===== src/rtl/hc4_dbg_pkg.sv =====
// Shared opcode constants and controller state encoding for the hc4 debug controller.
package hc4_dbg_pkg;

   // Host command opcodes carried on cmd_op.
   typedef enum logic [2:0] {
      OP_CPU_RST = 3'd0,
      OP_ADDR_HI = 3'd1,
      OP_ADDR_LO = 3'd2,
      OP_WRITE   = 3'd3,
      OP_RUN     = 3'd4,
      OP_STEP    = 3'd5,
      OP_HALT    = 3'd6,
      OP_BP      = 3'd7
   } dbg_op_e;

   // Controller states.
   typedef enum logic [1:0] {
      ST_LOAD = 2'd0,
      ST_RUN  = 2'd1,
      ST_STEP = 2'd2,
      ST_HALT = 2'd3
   } dbg_state_e;

   // True in the states where the CPU is stopped and memory may be loaded.
   function automatic logic is_stopped(input dbg_state_e s);
      return (s == ST_LOAD) || (s == ST_HALT);
   endfunction

endpackage


===== src/rtl/hc4_dbg_ctrl.sv =====
// Debug/load controller for the hc4 CPU: program loading, run/step/halt and
// a single-address breakpoint.
module hc4_dbg_ctrl
   import hc4_dbg_pkg::*;
#(
   parameter int PC_W   = 12,
   parameter int INSN_W = 8
) (
   input  logic              clk,
   input  logic              nReset,
   input  logic              cmd_valid,
   output logic              cmd_ready,
   input  logic [2:0]        cmd_op,
   input  logic [INSN_W-1:0] cmd_data,
   input  logic [PC_W-1:0]   pc_in,
   output logic              cpu_nReset,
   output logic              cpu_clk_en,
   output logic              prog_we,
   output logic [PC_W-1:0]   prog_addr,
   output logic [INSN_W-1:0] prog_wdata,
   output logic              halted,
   output logic              bp_hit,
   output logic              cmd_err
);

   dbg_state_e        state_q,      state_d;
   logic [PC_W-1:0]   load_addr_q,  load_addr_d;
   logic [PC_W-1:0]   bp_addr_q,    bp_addr_d;
   logic              bp_en_q,      bp_en_d;
   logic              bp_hit_q,     bp_hit_d;
   logic              prog_we_q,    prog_we_d;
   logic [PC_W-1:0]   prog_addr_q,  prog_addr_d;
   logic [INSN_W-1:0] prog_wdata_q, prog_wdata_d;
   logic              cmd_err_q,    cmd_err_d;
   // Set during the first RUN cycle so a resume from the breakpoint address proceeds.
   logic              first_run_q,  first_run_d;

   logic              cmd_acc_s;
   logic              bp_stop_s;
   dbg_op_e           op_s;

   assign op_s      = dbg_op_e'(cmd_op);
   assign cmd_ready = (state_q != ST_STEP);
   assign cmd_acc_s = cmd_valid & cmd_ready;
   assign bp_stop_s = (state_q == ST_RUN) & bp_en_q & (pc_in == bp_addr_q) & ~first_run_q;

   assign cpu_nReset = (state_q != ST_LOAD);
   assign halted     = is_stopped(state_q);
   assign prog_we    = prog_we_q;
   assign prog_addr  = prog_addr_q;
   assign prog_wdata = prog_wdata_q;
   assign bp_hit     = bp_hit_q;
   assign cmd_err    = cmd_err_q;

   // CPU clock enable: gated off in the very cycle a breakpoint address is seen.
   always_comb begin
      cpu_clk_en = 1'b0;
      case (state_q)
         ST_RUN:  cpu_clk_en = ~bp_stop_s;
         ST_STEP: cpu_clk_en = 1'b1;
         default: cpu_clk_en = 1'b0;
      endcase
   end

   // Command decode and next-state logic.
   always_comb begin
      state_d      = state_q;
      load_addr_d  = load_addr_q;
      bp_addr_d    = bp_addr_q;
      bp_en_d      = bp_en_q;
      bp_hit_d     = bp_hit_q;
      prog_we_d    = 1'b0;
      prog_addr_d  = prog_addr_q;
      prog_wdata_d = prog_wdata_q;
      cmd_err_d    = 1'b0;
      first_run_d  = 1'b0;
      case (state_q)
         ST_LOAD, ST_HALT: begin
            if (cmd_acc_s) begin
               case (op_s)
                  OP_CPU_RST: state_d = ST_LOAD;
                  OP_ADDR_HI: load_addr_d[PC_W-1:8] = cmd_data[PC_W-9:0];
                  OP_ADDR_LO: load_addr_d[7:0] = cmd_data[7:0];
                  OP_WRITE: begin
                     prog_we_d    = 1'b1;
                     prog_addr_d  = load_addr_q;
                     prog_wdata_d = cmd_data;
                     load_addr_d  = load_addr_q + PC_W'(1);
                  end
                  OP_RUN: begin
                     state_d     = ST_RUN;
                     bp_hit_d    = 1'b0;
                     first_run_d = 1'b1;
                  end
                  OP_STEP: state_d = ST_STEP;
                  OP_HALT: state_d = state_q;
                  OP_BP: begin
                     bp_addr_d = load_addr_q;
                     bp_en_d   = cmd_data[0];
                  end
                  default: state_d = state_q;
               endcase
            end else begin
               state_d = state_q;
            end
         end
         ST_RUN: begin
            if (bp_stop_s) begin
               state_d  = ST_HALT;
               bp_hit_d = 1'b1;
            end else begin
               state_d = ST_RUN;
            end
            if (cmd_acc_s) begin
               case (op_s)
                  OP_CPU_RST: state_d = ST_LOAD;
                  OP_HALT:    state_d = ST_HALT;
                  default:    cmd_err_d = 1'b1;
               endcase
            end else begin
               cmd_err_d = 1'b0;
            end
         end
         ST_STEP: state_d = ST_HALT;
         default: state_d = ST_LOAD;
      endcase
   end

   // State and datapath registers with synchronous active-low reset.
   always_ff @(posedge clk) begin
      if (!nReset) begin
         state_q      <= ST_LOAD;
         load_addr_q  <= '0;
         bp_addr_q    <= '0;
         bp_en_q      <= 1'b0;
         bp_hit_q     <= 1'b0;
         prog_we_q    <= 1'b0;
         prog_addr_q  <= '0;
         prog_wdata_q <= '0;
         cmd_err_q    <= 1'b0;
         first_run_q  <= 1'b0;
      end else begin
         state_q      <= state_d;
         load_addr_q  <= load_addr_d;
         bp_addr_q    <= bp_addr_d;
         bp_en_q      <= bp_en_d;
         bp_hit_q     <= bp_hit_d;
         prog_we_q    <= prog_we_d;
         prog_addr_q  <= prog_addr_d;
         prog_wdata_q <= prog_wdata_d;
         cmd_err_q    <= cmd_err_d;
         first_run_q  <= first_run_d;
      end
   end

endmodule


===== config.mk =====
export PLATFORM = sky130hd
export DESIGN_NAME = hc4_dbg_ctrl
export DESIGN_NICKNAME = d
export VERILOG_FILES = /design/src/rtl/hc4_dbg_pkg.sv /design/src/rtl/hc4_dbg_ctrl.sv
export SDC_FILE = /design/constraint.sdc
export NUM_CORES = 1
export LEC_CHECK = 0
export ABC_CLOCK_PERIOD_IN_PS = 2200
export CORE_MARGIN = 5
export CORE_UTILIZATION = 35
export CTS_BUF_LIST = sky130_fd_sc_hd__clkbuf_8 sky130_fd_sc_hd__clkbuf_16
export DETAILED_ROUTE_END_ITERATION = 10
export PLACE_DENSITY = 0.62
export SLEW_MARGIN = 30
export SYNTH_ARGS = -nofsm -noshare
export SYNTH_HDL_FRONTEND = slang
export SYNTH_SLANG_ARGS = --single-unit

===== constraint.sdc =====
create_clock -name clk -period 2.2 [get_ports clk]
set_input_delay 0.44 -clock clk [delete_from_list [all_inputs] [get_ports clk]]
set_output_delay 0.44 -clock clk [all_outputs]
set_load 0.005 [all_outputs]

==> Word level (Yosys, flattened, before mapping) <==
Index checks and enable logic that the tools add are counted.
{ "totals": {"in_bits": 26, "reg_bits": 51, "wordCells": 67, "output_inout_bits": 27} }
{ "classes": {"mux": 16, "bitwise": 6, "n_addsub": 1, "n_eq_ne": 16, "n_reduce_logical": 17} }
{ "ops": {"columns": ["operator", "count"], "rows": [
  ["3-bit AND reduction", 6],
  ["8-bit one-hot mux with 2 select lines", 1],
  ["12-bit by 1-bit adder with 12-bit output (second input constant)", 1],
  ["12-bit == test", 1],
  ["3-bit == test (second input constant)", 4],
  ["2-bit one-hot mux with 3 select lines", 2],
  ["4-bit one-hot mux with 2 select lines", 1],
  ["2-bit nonzero test", 4],
  ["3-bit by 2-bit == test with 1-bit output (second input constant)", 2],
  ["1-bit 2-to-1 mux", 6],
  ["2-bit 2-to-1 mux", 3],
  ["2-bit inequality test (second input constant)", 3],
  ["1-bit AND", 4],
  ["2-bit == test (second input constant)", 2],
  ["4-bit by 2-bit inequality test with 1-bit output (second input constant)", 1],
  ["1-bit one-hot mux with 2 select lines", 2],
  ["2-bit one-hot mux with 2 select lines", 1],
  ["4-bit AND reduction", 1],
  ["2-bit OR reduction", 2],
  ["3-bit by 1-bit == test with 1-bit output (second input constant)", 1],
  ["3-bit logical NOT", 1],
  ["2-bit by 1-bit == test with 1-bit output (second input constant)", 1],
  ["2-bit logical NOT", 1],
  ["2-bit by 1-bit inequality test with 1-bit output (second input constant)", 1],
  ["3 further kinds", 4]
]} }

==> Longest topological paths before layout <==
Gate-level depths: netlist (run 1).
{ "logic_depth": {"depth_word": 8, "ltp_mapped": 9, "ltp_nobuf": 6} }

==> Worst setup path after synthesis (run 1) <==
Ideal clock, no wire load.
{ "synth_path": {"path_type": "reg2reg", "from": "register state_q[0]", "to": "register bp_addr_q[4]", "n_path_buf": 3, "arrival_time_ps": 1821, "setup_slack_ps": 251, "path_stages_with_launch": 10, "cell_sequence": "dfxtp_1 inv_1 ha_1 buf_2 nor3b_2 and4_1 buf_2 buf_4 mux2i_1 nor2_1"} }
{ "synth_via": {"elab_chain_cells": 3} }
{ "synth_lines": {"columns": ["element", "line_no", "source"], "rows": [
  ["start: declaration", "hc4_dbg_ctrl.sv:26", "dbg_state_e state_q, state_d;"],
  ["start signal: assignment", "hc4_dbg_ctrl.sv:143", "state_q <= state_d;"],
  ["2-bit inequality test (tied with other cells)", "hc4_dbg_ctrl.sv:43", "assign cmd_ready = (state_q != ST_STEP);"],
  ["1-bit AND or 2-bit OR reduction (tied branches)", "hc4_dbg_ctrl.sv:44, hc4_dbg_ctrl.sv:77", null],
  ["3-bit AND reduction (no line) *", null, null],
  ["end signal: assignment", "hc4_dbg_ctrl.sv:145", "bp_addr_q <= bp_addr_d;"],
  ["end: declaration", "hc4_dbg_ctrl.sv:28", "logic [PC_W-1:0] bp_addr_q, bp_addr_d;"]
]} }
Mark *: on every way between the ends. The rest lies on a longest branch, timed or not.
A chain may end at the register's enable or synchronous reset.

==> Worst setup path in the final report (run 1) <==
{ "layout_path": {"from": "input port pc_in[4]", "to": "output port cpu_clk_en"} }
{ "layout_via": {"elab_chain_cells": 5} }
{ "layout_lines": {"columns": ["element", "line_no", "source"], "rows": [
  ["start: declaration", "hc4_dbg_ctrl.sv:15", "input logic [PC_W-1:0] pc_in,"],
  ["12-bit == test", "hc4_dbg_ctrl.sv:45", "assign bp_stop_s = (state_q == ST_RUN) & bp_en_q & (pc_in == bp_addr_q) & ~first_run_q;"],
  ["1-bit AND (2 in series)", "hc4_dbg_ctrl.sv:45", null],
  ["1-bit NOT", "hc4_dbg_ctrl.sv:59", "ST_RUN: cpu_clk_en = ~bp_stop_s;"],
  ["1-bit one-hot mux with 2 select lines", "hc4_dbg_ctrl.sv:58", "case (state_q)"],
  ["end: declaration", "hc4_dbg_ctrl.sv:17", "output logic cpu_clk_en,"]
]} }
Every way passes these cells.

==> results.md, run 1 <==
- Primary FF master, synth: dfxtp_1
- Met1 WL: 3010 µm
- Top sig layer: met4
- Async SR Flop Fraction: 0%
- Relative slew slack: 66.7%
- FP Rows: 30
- Total power: 2260 µW
- VDD IR max: 384 µV
- Worst slew pin tran: 0.498 ns
- WL met2: 2980 µm
- Inserted Clock Buffers: 5
- DRT Pass-1 Iters: 7
- I/O Buffers: 52
- Leak: 0.00141 µW
- Largest net degree at the start of global routing: 44
- Synth Instances: 274
- Commonest cells in the netlist: 51 x dfxtp_1, 41 x nor2_1, 33 x mux2i_1
- Worst path cell trace: clkdlybuf4s15_1 -> xor2_2 -> nor4_4 -> buf_4 -> nand4_1 -> a22o_1 -> buf_2
- Initial Util: 36.1%
- Fmax: 448 MHz
- Number of global-route vias before repair: 2,199
- Delay-heaviest family, CP: buffers and inverters
- Largest stage delay on the critical path: 0.29 ns
- Failing checks: negative setup slack
- Worst clock skew: 0.00176 ns
- Most numerous cell in the Yosys netlist: dfxtp_1
- Status: finished with violations
- Placer Congestion: 0.891
- Critical path's slowest cell: nor4_4
- Slew Limit Fails: 0
- Die Span Y: 93.9 µm
- WL final: 6400 µm
- Fill cells: 669
- First-pass GRT wire length: 10,500 µm
- GRT overflow: 0
- Clock Latency Late Sink: 0.30 ns
- WP data arrival: 1.79 ns
- Yosys top cell area share: 41.4%
- Avg Inst Size Synth: 9.00 µm²
- CP required: 1.76 ns
- Ant. Diodes: 0
- # setup viols final: 1
- Buf/Inv on CP: 3
- Initial antenna violation count: 0
- Max cap viols: 0
- Vias per cell: 4.97
- Remaining antenna violation count after routing: 0
- Tmin final: 2.23 ns
- Routed via count: 2,190
- Sequential-to-total area share from yosys stat: 41.4%
- Area Overhead vs Synth: 38.6%
- DR iter-0 viols: 143
- Pwr Density: 663 nW/µm²
- H-tree levels: 2
- CP Max Fanout: 2
- Critical Path Source Type: primary input
- Clk buf depth: 2
- #FFs+latches synth: 51
- Clk sinks: 51
- Final hold violation count: 0
- I/O pins: 53
- Cell area after synthesis: 2460 µm²
- Unrepaired setup endpoints after global routing: true
- Worst Hold Class: reg2reg
- CTS tree: built
- Fin worst setup slack: -0.0303 ns
- Layout Nets: 375
- Post-synth cell types: 51
- CP Capture Type: primary output
- DPL Wire Length: 4740 µm
- Die area: 8820 µm²
- Core box area: 6830 µm²
- WS Path Type: in2out
- Yosys warning total: 0
- Synth area leaders: dfxtp_1 41%, mux2i_1 13%, nor2_1 6.2%, xor2_1 4.3%, nand2_1 3.0%
- WL/cell: 14.5 µm
- Utilization after layout: 50.0%
- CTS root buf: clkbuf_8
- WL met3: 344 µm
- Syn nets: 304
- Die Width: 93.9 µm
- EDFF count, synth: 0
- Hold_buf cts: 0
- Synth area leader: dfxtp_1
- Share of cells above drive strength 1: 16.8%
- GR Util All Layers: 14.9%
- # DRC: 0
- Clock transition at path regs: 0.09 ns
- Fin crit share: 101%
-- through the flow --
step	setup WS, ns	setup TNS [ns]	cell area (µm²)	hold WS, ns	instances
after floorplan	0.251	0	2460	0.460	274
after global placement	-0.664	-0.742	3220	0.476	429
after detailed placement	-0.688	-0.801	3220	0.488	429
after CTS	-0.133	-0.133	3360	0.510	439
after global routing	-0.109	-0.109	3420	0.531	441
final	-0.0303	-0.0303	3420	0.502	441
-- sequential cells by signal, summed over array words and instances (netlist names) --
signal       cells
bp_addr_q       12
bp_hit           1
prog_wdata       8
cmd_err          1
prog_we          1
load_addr_q     12
prog_addr       12
first_run_q      1
state_q          2
bp_en_q          1
-- where the power goes --
group | total (µW) | switching (µW) | leakage [µW] | internal, µW
sequential | 1010 | 38.1 | 0.000414 | 967
combinational | 625 | 302 | 0.000948 | 323
clock | 633 | 300 | 0.0000502 | 333
-- what timing repair did --
item | in CTS | in global routing
setup endpoints to repair | 2 | 3
gates resized for setup | 17 | 13
setup buffers | 3 | 2
pin swaps | 4 | 7
-- layout make-up --
type / count / area, µm² / area share, %
Sequential cell: 51 / 1020 / 30.0
Clock inverter: 2 / 37.5 / 1.10
Clock buffer: 5 / 68.8 / 2.01
Tap cell: 96 / 120 / 3.52
Inverter: 7 / 26.3 / 0.769
Multi-Input combinational cell: 198 / 1390 / 40.8
Timing Repair Buffer: 82 / 746 / 21.8
-- metal layers --
layer | global-route usage, % | vias up
met2 | 25.4 | 50
li1 | - | 1109
met5 | 0 | -
met4 | 4.09 | 0
met1 | 19.0 | 1026
met3 | 3.13 | 5
-- cells in the final DEF (no fill, tap or decap), drive strengths merged, types with 2 or more instances in the layout --
| master | synthesis | layout |
|---|---|---|
| xor2 | 12 | 12 |
| and2 | 5 | 5 |
| o21ai | 9 | 9 |
| buf | 10 | 31 |
| a21boi | 2 | 2 |
| nor4 | 4 | 4 |
| nor2 | 41 | 41 |
| nand3 | 5 | 5 |
| inv | 6 | 6 |
| a211oi | 4 | 4 |
| o221ai | 2 | 2 |
| dlygate4sd2 | 0 | 4 |
| dfxtp | 51 | 51 |
| clkdlybuf4s50 | 0 | 43 |
| o2111ai | 2 | 2 |
| nand2 | 20 | 20 |
| nor3 | 10 | 10 |
| mux2i | 33 | 33 |
| nor2b | 4 | 4 |
| ha | 4 | 4 |
| nand4 | 4 | 4 |
| clkbuf | 8 | 6 |
| o21a | 2 | 2 |
| clkdlybuf4s15 | 0 | 2 |
| and4 | 2 | 2 |
| a41oi | 2 | 2 |
| a21oi | 10 | 10 |
| nor3b | 2 | 2 |
-- path summary, 6_finish.rpt --
kind / startpoint / to / slack (ns) / cells after the start
setup reg to reg: state_q[1]$_SDFFE_PN0P_ / bp_addr_q[8]$_SDFFE_PN0P_ / 0.28 / 8
setup / recovery: pc_in[4] / cpu_clk_en / -0.03 / 7
hold reg to reg: prog_addr[1]$_SDFFE_PN0P_ / prog_addr[1]$_SDFFE_PN0P_ / 0.50 / 2
hold / removal: prog_addr[1]$_SDFFE_PN0P_ / prog_addr[1]$_SDFFE_PN0P_ / 0.50 / 2
-- cell families after synthesis --
group / share of synthesized area [%]
and+or+nand+nor: 20.7
DFF: 41.4
AOI/OAI and AO/OA: 13.7
muxes: 13.4
buffers and inverters: 4.52
xor gates and xnor gates: 4.26
adders and majority gates: 2.03
-- tightest hold or removal path, stage by stage (launching register included) --
cell	delay, ns
dfxtp_1	0.34
mux2i_1	0.07
nor2_1	0.07
(Power assumes the default switching activity.)
==> run 2, diff against run 1 <==
Settings changed: CTS_CLUSTER_DIAMETER set to 150, SLEW_MARGIN 30 to 5.
==> results of run 2 <==
Same layout as run 1: the final DEF is identical, and so are final timing and power.
==> run 3, diff against run 2 <==
Settings changed: ABC_CLOCK_PERIOD_IN_PS 2200 to not set.
==> results of run 3 <==
Same layout as run 1: the final DEF is identical, and so are final timing and power.
